**src/rtl/uart_rx.sv**
```systemverilog
// uart_rx: 16x oversampled UART receiver, 8 data bits LSB-first, 1 stop bit.
// Optional even parity bit between data and stop when UART_RX_PARITY_EN is defined.
// Ports: clk, rst (async, active-high), rx (async serial line, idle high),
//   rd_en (consumer read strobe), rx_data/rx_valid (held byte and unread flag),
//   busy (in a frame), frame_err/overrun/parity_err (sticky, cleared by rd_en).
module uart_rx #(
  parameter int CLK_FREQ = 100000000,
  parameter int BAUD     = 115200,
  parameter int DIV      = CLK_FREQ / (BAUD * 16)
) (
  input  logic       clk,
  input  logic       rst,
  input  logic       rx,
  input  logic       rd_en,
  output logic [7:0] rx_data,
  output logic       rx_valid,
  output logic       busy,
  output logic       frame_err,
  output logic       overrun,
  output logic       parity_err
);

  localparam int TW = (DIV > 1) ? $clog2(DIV) : 1;
  localparam logic [TW-1:0] TICK_MAX = TW'(DIV - 1);

  typedef enum logic [2:0] {
    S_IDLE,
    S_START,
    S_DATA,
`ifdef UART_RX_PARITY_EN
    S_PARITY,
`endif
    S_STOP
  } state_t;

  state_t state_q, state_d;

  logic          rx_s1_q;
  logic          rx_s2_q;
  logic          rx_prev_q;

  logic [TW-1:0] tick_cnt_q, tick_cnt_d;
  logic [3:0]    smp_cnt_q, smp_cnt_d;
  logic [2:0]    bit_cnt_q, bit_cnt_d;
  logic [7:0]    shift_q, shift_d;

  logic [7:0]    rx_data_q, rx_data_d;
  logic          rx_valid_q, rx_valid_d;
  logic          frame_err_q, frame_err_d;
  logic          overrun_q, overrun_d;

  logic          tick;
  logic          fall;
  logic          mid_smp;
  logic          end_smp;
  logic          commit;
  logic          ferr_set;

`ifdef UART_RX_PARITY_EN
  logic          par_bit_q, par_bit_d;
  logic          parity_err_q, parity_err_d;
`endif

  // rx is asynchronous; only rx_s2_q is used for decisions.
  // rx_prev_q is the previous synchronized value for edge detection.
  always_ff @(posedge clk or posedge rst) begin
    if (rst) begin
      rx_s1_q   <= 1'b1;
      rx_s2_q   <= 1'b1;
      rx_prev_q <= 1'b1;
    end else begin
      rx_s1_q   <= rx;
      rx_s2_q   <= rx_s1_q;
      rx_prev_q <= rx_s2_q;
    end
  end

  assign tick    = (tick_cnt_q == TICK_MAX);
  assign fall    = rx_prev_q & ~rx_s2_q;
  assign mid_smp = tick && (smp_cnt_q == 4'd7);
  assign end_smp = tick && (smp_cnt_q == 4'd15);

  // Next state and datapath.
  always_comb begin
    state_d   = state_q;
    bit_cnt_d = bit_cnt_q;
    shift_d   = shift_q;
    commit    = 1'b0;
    ferr_set  = 1'b0;
`ifdef UART_RX_PARITY_EN
    par_bit_d = par_bit_q;
`endif
    unique case (state_q)
      S_IDLE: begin
        if (fall) begin
          state_d = S_START;
        end
      end
      S_START: begin
        // Mid-bit check rejects glitches shorter than half a bit.
        if (mid_smp) begin
          bit_cnt_d = 3'd0;
          state_d   = rx_s2_q ? S_IDLE : S_DATA;
        end
      end
      S_DATA: begin
        if (end_smp) begin
          shift_d   = {rx_s2_q, shift_q[7:1]};
          bit_cnt_d = bit_cnt_q + 3'd1;
          if (bit_cnt_q == 3'd7) begin
`ifdef UART_RX_PARITY_EN
            state_d = S_PARITY;
`else
            state_d = S_STOP;
`endif
          end
        end
      end
`ifdef UART_RX_PARITY_EN
      S_PARITY: begin
        if (end_smp) begin
          par_bit_d = rx_s2_q;
          state_d   = S_STOP;
        end
      end
`endif
      S_STOP: begin
        if (end_smp) begin
          commit   = rx_s2_q;
          ferr_set = ~rx_s2_q;
          state_d  = S_IDLE;
        end
      end
      default: begin
        state_d = S_IDLE;
      end
    endcase
  end

  // Oversample counters: idle-held, and the sample index realigns
  // to zero on every state change so each bit is counted from its edge.
  always_comb begin
    tick_cnt_d = tick_cnt_q;
    smp_cnt_d  = smp_cnt_q;
    if (state_q == S_IDLE) begin
      tick_cnt_d = '0;
      smp_cnt_d  = 4'd0;
    end else begin
      tick_cnt_d = tick ? '0 : tick_cnt_q + TW'(1);
      if (tick) begin
        smp_cnt_d = smp_cnt_q + 4'd1;
      end
    end
    if (state_d != state_q) begin
      smp_cnt_d = 4'd0;
      if (state_d == S_START) begin
        tick_cnt_d = '0;
      end
    end
  end

  // Output holding register and sticky flags. A read clears first,
  // then a same-cycle commit or frame error re-asserts its own bits.
  always_comb begin
    rx_data_d   = rx_data_q;
    rx_valid_d  = rx_valid_q;
    frame_err_d = frame_err_q;
    overrun_d   = overrun_q;
`ifdef UART_RX_PARITY_EN
    parity_err_d = parity_err_q;
`endif
    if (rd_en) begin
      rx_valid_d  = 1'b0;
      frame_err_d = 1'b0;
      overrun_d   = 1'b0;
`ifdef UART_RX_PARITY_EN
      parity_err_d = 1'b0;
`endif
    end
    if (commit) begin
      rx_data_d  = shift_q;
      rx_valid_d = 1'b1;
      if (rx_valid_q && !rd_en) begin
        overrun_d = 1'b1;
      end
`ifdef UART_RX_PARITY_EN
      if (^{shift_q, par_bit_q}) begin
        parity_err_d = 1'b1;
      end
`endif
    end
    if (ferr_set) begin
      frame_err_d = 1'b1;
    end
  end

  always_ff @(posedge clk or posedge rst) begin
    if (rst) begin
      state_q     <= S_IDLE;
      tick_cnt_q  <= '0;
      smp_cnt_q   <= 4'd0;
      bit_cnt_q   <= 3'd0;
      shift_q     <= 8'h00;
      rx_data_q   <= 8'h00;
      rx_valid_q  <= 1'b0;
      frame_err_q <= 1'b0;
      overrun_q   <= 1'b0;
    end else begin
      state_q     <= state_d;
      tick_cnt_q  <= tick_cnt_d;
      smp_cnt_q   <= smp_cnt_d;
      bit_cnt_q   <= bit_cnt_d;
      shift_q     <= shift_d;
      rx_data_q   <= rx_data_d;
      rx_valid_q  <= rx_valid_d;
      frame_err_q <= frame_err_d;
      overrun_q   <= overrun_d;
    end
  end

`ifdef UART_RX_PARITY_EN
  always_ff @(posedge clk or posedge rst) begin
    if (rst) begin
      par_bit_q    <= 1'b0;
      parity_err_q <= 1'b0;
    end else begin
      par_bit_q    <= par_bit_d;
      parity_err_q <= parity_err_d;
    end
  end

  assign parity_err = parity_err_q;
`else
  assign parity_err = 1'b0;
`endif

  assign rx_data   = rx_data_q;
  assign rx_valid  = rx_valid_q;
  assign busy      = (state_q != S_IDLE);
  assign frame_err = frame_err_q;
  assign overrun   = overrun_q;

endmodule

```
**config.mk**
```make
export PLATFORM = sky130hd
export DESIGN_NAME = uart_rx
export DESIGN_NICKNAME = d
export VERILOG_FILES = /design/src/rtl/uart_rx.sv
export SDC_FILE = /design/constraint.sdc
export NUM_CORES = 1
export LEC_CHECK = 0
export CAP_MARGIN = 20
export CORE_ASPECT_RATIO = 2
export CORE_MARGIN = 2
export CORE_UTILIZATION = 50
export CTS_CLUSTER_DIAMETER = 150
export DETAILED_ROUTE_END_ITERATION = 12
export PLACE_DENSITY = 0.71
export SYNTH_ARGS = -nofsm -noshare
export SYNTH_HDL_FRONTEND = slang
export SYNTH_SLANG_ARGS = --single-unit
```
**constraint.sdc**
```tcl
create_clock -name clk -period 1.9 [get_ports clk]
set_input_delay 0.19 -clock clk [delete_from_list [all_inputs] [get_ports clk]]
set_output_delay 0.19 -clock clk [all_outputs]
set_load 0.005 [all_outputs]
```
# Word level (Yosys, flattened, before mapping)
# Cells that the tools add are included.
[classes]
add_sub_neg = 3
eq_ne = 11
mux = 27
bitwise = 2
reduce_logical = 12
[ops]
columns = ["cell", "n"]
rows = [
  ["2-to-1 mux 6 bit", 4],
  ["2-to-1 mux 3 bit", 7],
  ["2-to-1 mux 4 bit", 3],
  ["one-hot mux 3 bit (4 select lines)", 1],
  ["2-to-1 mux 1 bit", 10],
  ["adder 6 x 1 -> 6 bit (second input constant)", 1],
  ["equality test 3 x 1 -> 1 bit (second input constant)", 2],
  ["equality test 3 x 2 -> 1 bit (second input constant)", 2],
  ["equality test 6 bit (second input constant)", 1],
  ["one-hot mux 3 bit (2 select lines)", 1],
  ["nonzero test 2 bit", 3],
  ["nonzero test 3 bit", 2],
  ["adder 4 x 1 -> 4 bit (second input constant)", 1],
  ["equality test 4 x 3 -> 1 bit (second input constant)", 1],
  ["equality test 4 bit (second input constant)", 1],
  ["inequality test 2 bit (second input constant)", 2],
  ["adder 3 x 1 -> 3 bit (second input constant)", 1],
  ["equality test 3 bit (second input constant)", 1],
  ["logical AND 1 bit", 3],
  ["zero test 3 bit", 1],
  ["inequality test 3 bit", 1],
  ["AND reduction 3 bit", 1],
  ["2-to-1 mux 2 bit", 1],
  ["AND reduction 2 bit", 1],
  ["3 further kinds", 3],
]
[totals]
ff_bits = 38
in_bits = 4
output_inout_bits = 13
word_cells = 67

# Depth between registers and ports, before layout
[logic_depth]
word_depth = 7
ltp_mapped = 8
mapped_depth_nobuf = 6

# Least setup slack after synthesis
# OpenSTA, ideal clock, no wires.
[synth_timing]
path_kind = "flip-flop to flip-flop"
startpoint = "register tick_cnt_q[0]"
endpoint = "register rx_valid_q, in the netlist rx_valid"
setup_time_ns = 0.127
t_arrival_ns = 1.657
required_time_ns = 1.773
setup_slack_ns = 0.115
stages_incl_launch_ff = 8
n_path_buf = 2
cell_sequence = "dfrtp_1 ha_1 and4b_1 buf_4 and3_1 and3_1 buf_2 or2_2"
[synth_via]
elab_chain_len = 5
word_cells_on_any_way = 6
cone_classes = "eq/ne: 1; mux: 3; reduce/logical: 2"
[synth_lines]
columns = ["element", "line", "text"]
rows = [
  ["from (decl)", "42", "logic [TW-1:0] tick_cnt_q, tick_cnt_d;"],
  ["from (signal assigned)", "210", "tick_cnt_q <= tick_cnt_d;"],
  ["equality test 6 bit *", "78", "assign tick = (tick_cnt_q == TICK_MAX);"],
  ["logical AND 1 bit *", "81", "assign end_smp = tick && (smp_cnt_q == 4'd15);"],
  ["2-to-1 mux 1 bit *", "128", "if (end_smp) begin"],
  ["2-to-1 mux 1 bit *", "93", "unique case (state_q)"],
  ["2-to-1 mux 1 bit / nonzero test 2 bit (equally long branches)", "n/a", ""],
  ["to (signal assigned)", "215", "rx_valid_q <= rx_valid_d;"],
  ["to (decl)", "48", "logic rx_valid_q, rx_valid_d;"],
]
# Every way passes the cells marked *; elsewhere a longest branch is shown, timed or not.
# A chain may end at the register's enable or synchronous reset.

# Final worst setup path
[layout_timing]
startpoint = "register state_q[0]"
endpoint = "output port busy"
[layout_via]
elab_chain_len = 1
[layout_lines]
columns = ["element", "line", "text"]
rows = [
  ["from (decl)", "36", "state_t state_q, state_d;"],
  ["from (signal assigned)", "209", "state_q <= state_d;"],
  ["nonzero test 3 bit", "239", "assign busy = (state_q != S_IDLE);"],
  ["to (decl)", "17", "output logic busy,"],
]
# Every way passes these cells.

==> impl_metrics.toml <==
[clock_tree]
h-tree-depth = 2
cts_resized = 2
hold_buffers = 0
numClockSinks = 38
cts_tree = "built"
root_buffer = "clkbuf_8"
clkSlewWorstSetupHoldPaths_ns = 0.08
clk-insertion-delay-late_ns = 0.30
cts-buffers-inserted = 5
clockBufferDepth = 2
postCtsSetupBuffers = 0

[power]
powerDensity_mw_per_mm2 = 879
p_leak_nw = 0.997
peakVddDrop_mv = 1.19

[detailed_routing]
vias = 1093
drt-vias-per-instance = 5.72
postRouteAntennaNets = 0
wl_per_cell_um = 15.8
drc_errors = 0
drt_iter0_drc = 14
firstDrtPassIters = 4
wl_um = 3020

[yosys]
ys_warn_count = 0
synth_area_mm2 = 0.00166
synth_edf_count = 0
synth_top_area_share_pct = 52.8
async_flop_share_pct = 100
synth-main-ff-cell = "dfrtp_1"
yosys.area.top_type = "dfrtp_1"
yosysUniqueCellTypes = 35
ys_ff_latch = 38
syn_avg_cell_area_um2 = 12.4
synth_area_leaders = "dfrtp_1 53%, mux2_2 11%, dfstp_2 4.8%, ha_1 3.8%, xor2_1 2.6%"
ys_seq_area_share_pct = 57.6
syn_inst = 134

[placement]
dpl.cell_count = 183
dpl.hpwl_um = 2120
routabilityCongestion = 0.739
place_ws_ns = -0.0509
io_buffer_count = 15

[timing]
fin_crit_sh_pct = 96.6
max_freq_ghz = 0.545
final-setup-viol-count = 0
drv_slew = 0
rsz0062_at_grt = "no"
fin_ws_ns = 0.0638
finalCriticalPeriod_ns = 1.84
clock_skew_ns = 0.00966
hold_viol_final = 0

[setup_path]
crit_type = "register to output pin"
cp-end-kind = "output pin"
critPathLaunch = "state_q[0]"
required_ns = 1.71
critical_path.max_fanout = 8
cp-start-kind = "register"
arrival_ns = 1.65
r2r-start = "bit_cnt_q[0]"

[finish]
area_growth_pct = 22.3
finalNonFillerCells = 191
fin_util_pct = 64.2
antennaDiodeCount = 0
post_route_cells_drive_above_1_share_pct = 25.6
nets = 168

[global_route]
gr-total-overflow = 0
grt_max_degree = 39
grt_usage_pct = 18.1
grt_pass1_wl_um = 4980
grt_pass1_vias = 1112
antenna_found_initial = 0

[floorplanning]
coreArea_mm2 = 0.00316
dieWidth_um = 44.7
start_util_pct = 52.5
pin_count = 17
die-height_um = 85.4
die_area_mm2 = 0.00382
rows = 29

[outcome]
status = "completed"

[worst_hold_path]
hp-class = "primary input to asynchronous set/reset pin"

[flow_run]
maxCapViolCount = 0
sequential cells by signal, summed over array words and instances (netlist names):
register	count
shift_q	8
rx_valid	1
tick_cnt_q	6
smp_cnt_q	4
state_q	3
rx_data	8
overrun	1
bit_cnt_q	3
rx_prev_q	1
frame_err	1
rx_s1_q	1
rx_s2_q	1
through the flow:
step	power, mW	instance area (um2)	TNS, ns	hold slack, ns
after floorplan	0.923	1660	0	0.194
after global placement	0.964	1880	0	0.347
after detailed placement	0.971	1880	-0.370	0.347
after CTS	1.80	2020	0	0.308
after global routing	1.84	2030	0	0.314
final	1.78	2030	0	0.309
cells in the final DEF (no fill, tap or decap), types with 4 or more instances in the layout:
cell | synthesis | layout
buf_4 | 2 | 9
ha_1 | 5 | 5
mux2_2 | 16 | 16
xor2_1 | 5 | 5
nand3_1 | 5 | 5
dfrtp_1 | 35 | 34
inv_1 | 7 | 7
nor2_1 | 11 | 11
clkbuf_8 | 0 | 5
clkdlybuf4s50_1 | 0 | 15
nand2_1 | 7 | 7
mux2i_1 | 4 | 4
power breakdown:
group          leakage (nW)  internal [mW]  switching (mW)  total [mW]
Sequential            0.513          0.831          0.0168       0.848
Combinational         0.416         0.0491          0.0584       0.108
Clock                0.0683          0.526           0.301       0.827
Total                 0.997           1.41           0.376        1.78
synth_stat cells, types with 3 or more instances:
master	number
dfrtp_1	35
mux2_2	16
nor2_1	11
inv_1	7
nand2_1	7
ha_1	5
nand3_1	5
xor2_1	5
and3_1	4
buf_2	4
mux2i_1	4
dfstp_2	3
nor2b_1	3
cell families after synthesis:
kind of cell	share of synthesized area (%)
XOR/XNOR	3.70
flip-flops	57.6
other	0.226
buffers and inverters	3.92
multiplexers	13.3
AND/OR/NAND/NOR	12.9
adder cells (fa/ha/maj)	3.77
AO/OA/AOI/OAI	4.60
worst paths after layout:
check	to	slack (ns)	cells past startpoint
max	busy	0.06	2
min	rx_data[2]	0.31	3
max reg2reg	smp_cnt_q[1]	0.08	6
min reg2reg	rx_s2_q	0.36	0
max in group asynchronous	rx_s2_q	1.23	3
min in group clk	rx_s1_q	0.32	1
worst max-delay path: stages, from the launching register on:
cell and delay [ns]:
dfrtp_2 0.47, or3_4 0.42, clkdlybuf4s50_1 0.45
layout make-up:
| class | instances | area [um2] |
|---|---|---|
| Tap cell | 31 | 38.8 |
| Inverter | 7 | 26.3 |
| Multi-Input combinational cell | 83 | 652 |
| Timing Repair Buffer | 24 | 218 |
| Fill cell | 260 | 1130 |
| Sequential cell | 38 | 956 |
| Clock buffer | 5 | 68.8 |
| Clock inverter | 3 | 68.8 |
routing by layer:
layer  wire, um  global-route usage [%]  part of all wire [%]
met1       1180                    21.2                    39
met2       1660                    29.4                    55
met3        110                    5.11                   3.6
met4         67                    8.26                   2.2
met5          0                       0                     0
(Power assumes the default switching activity.)
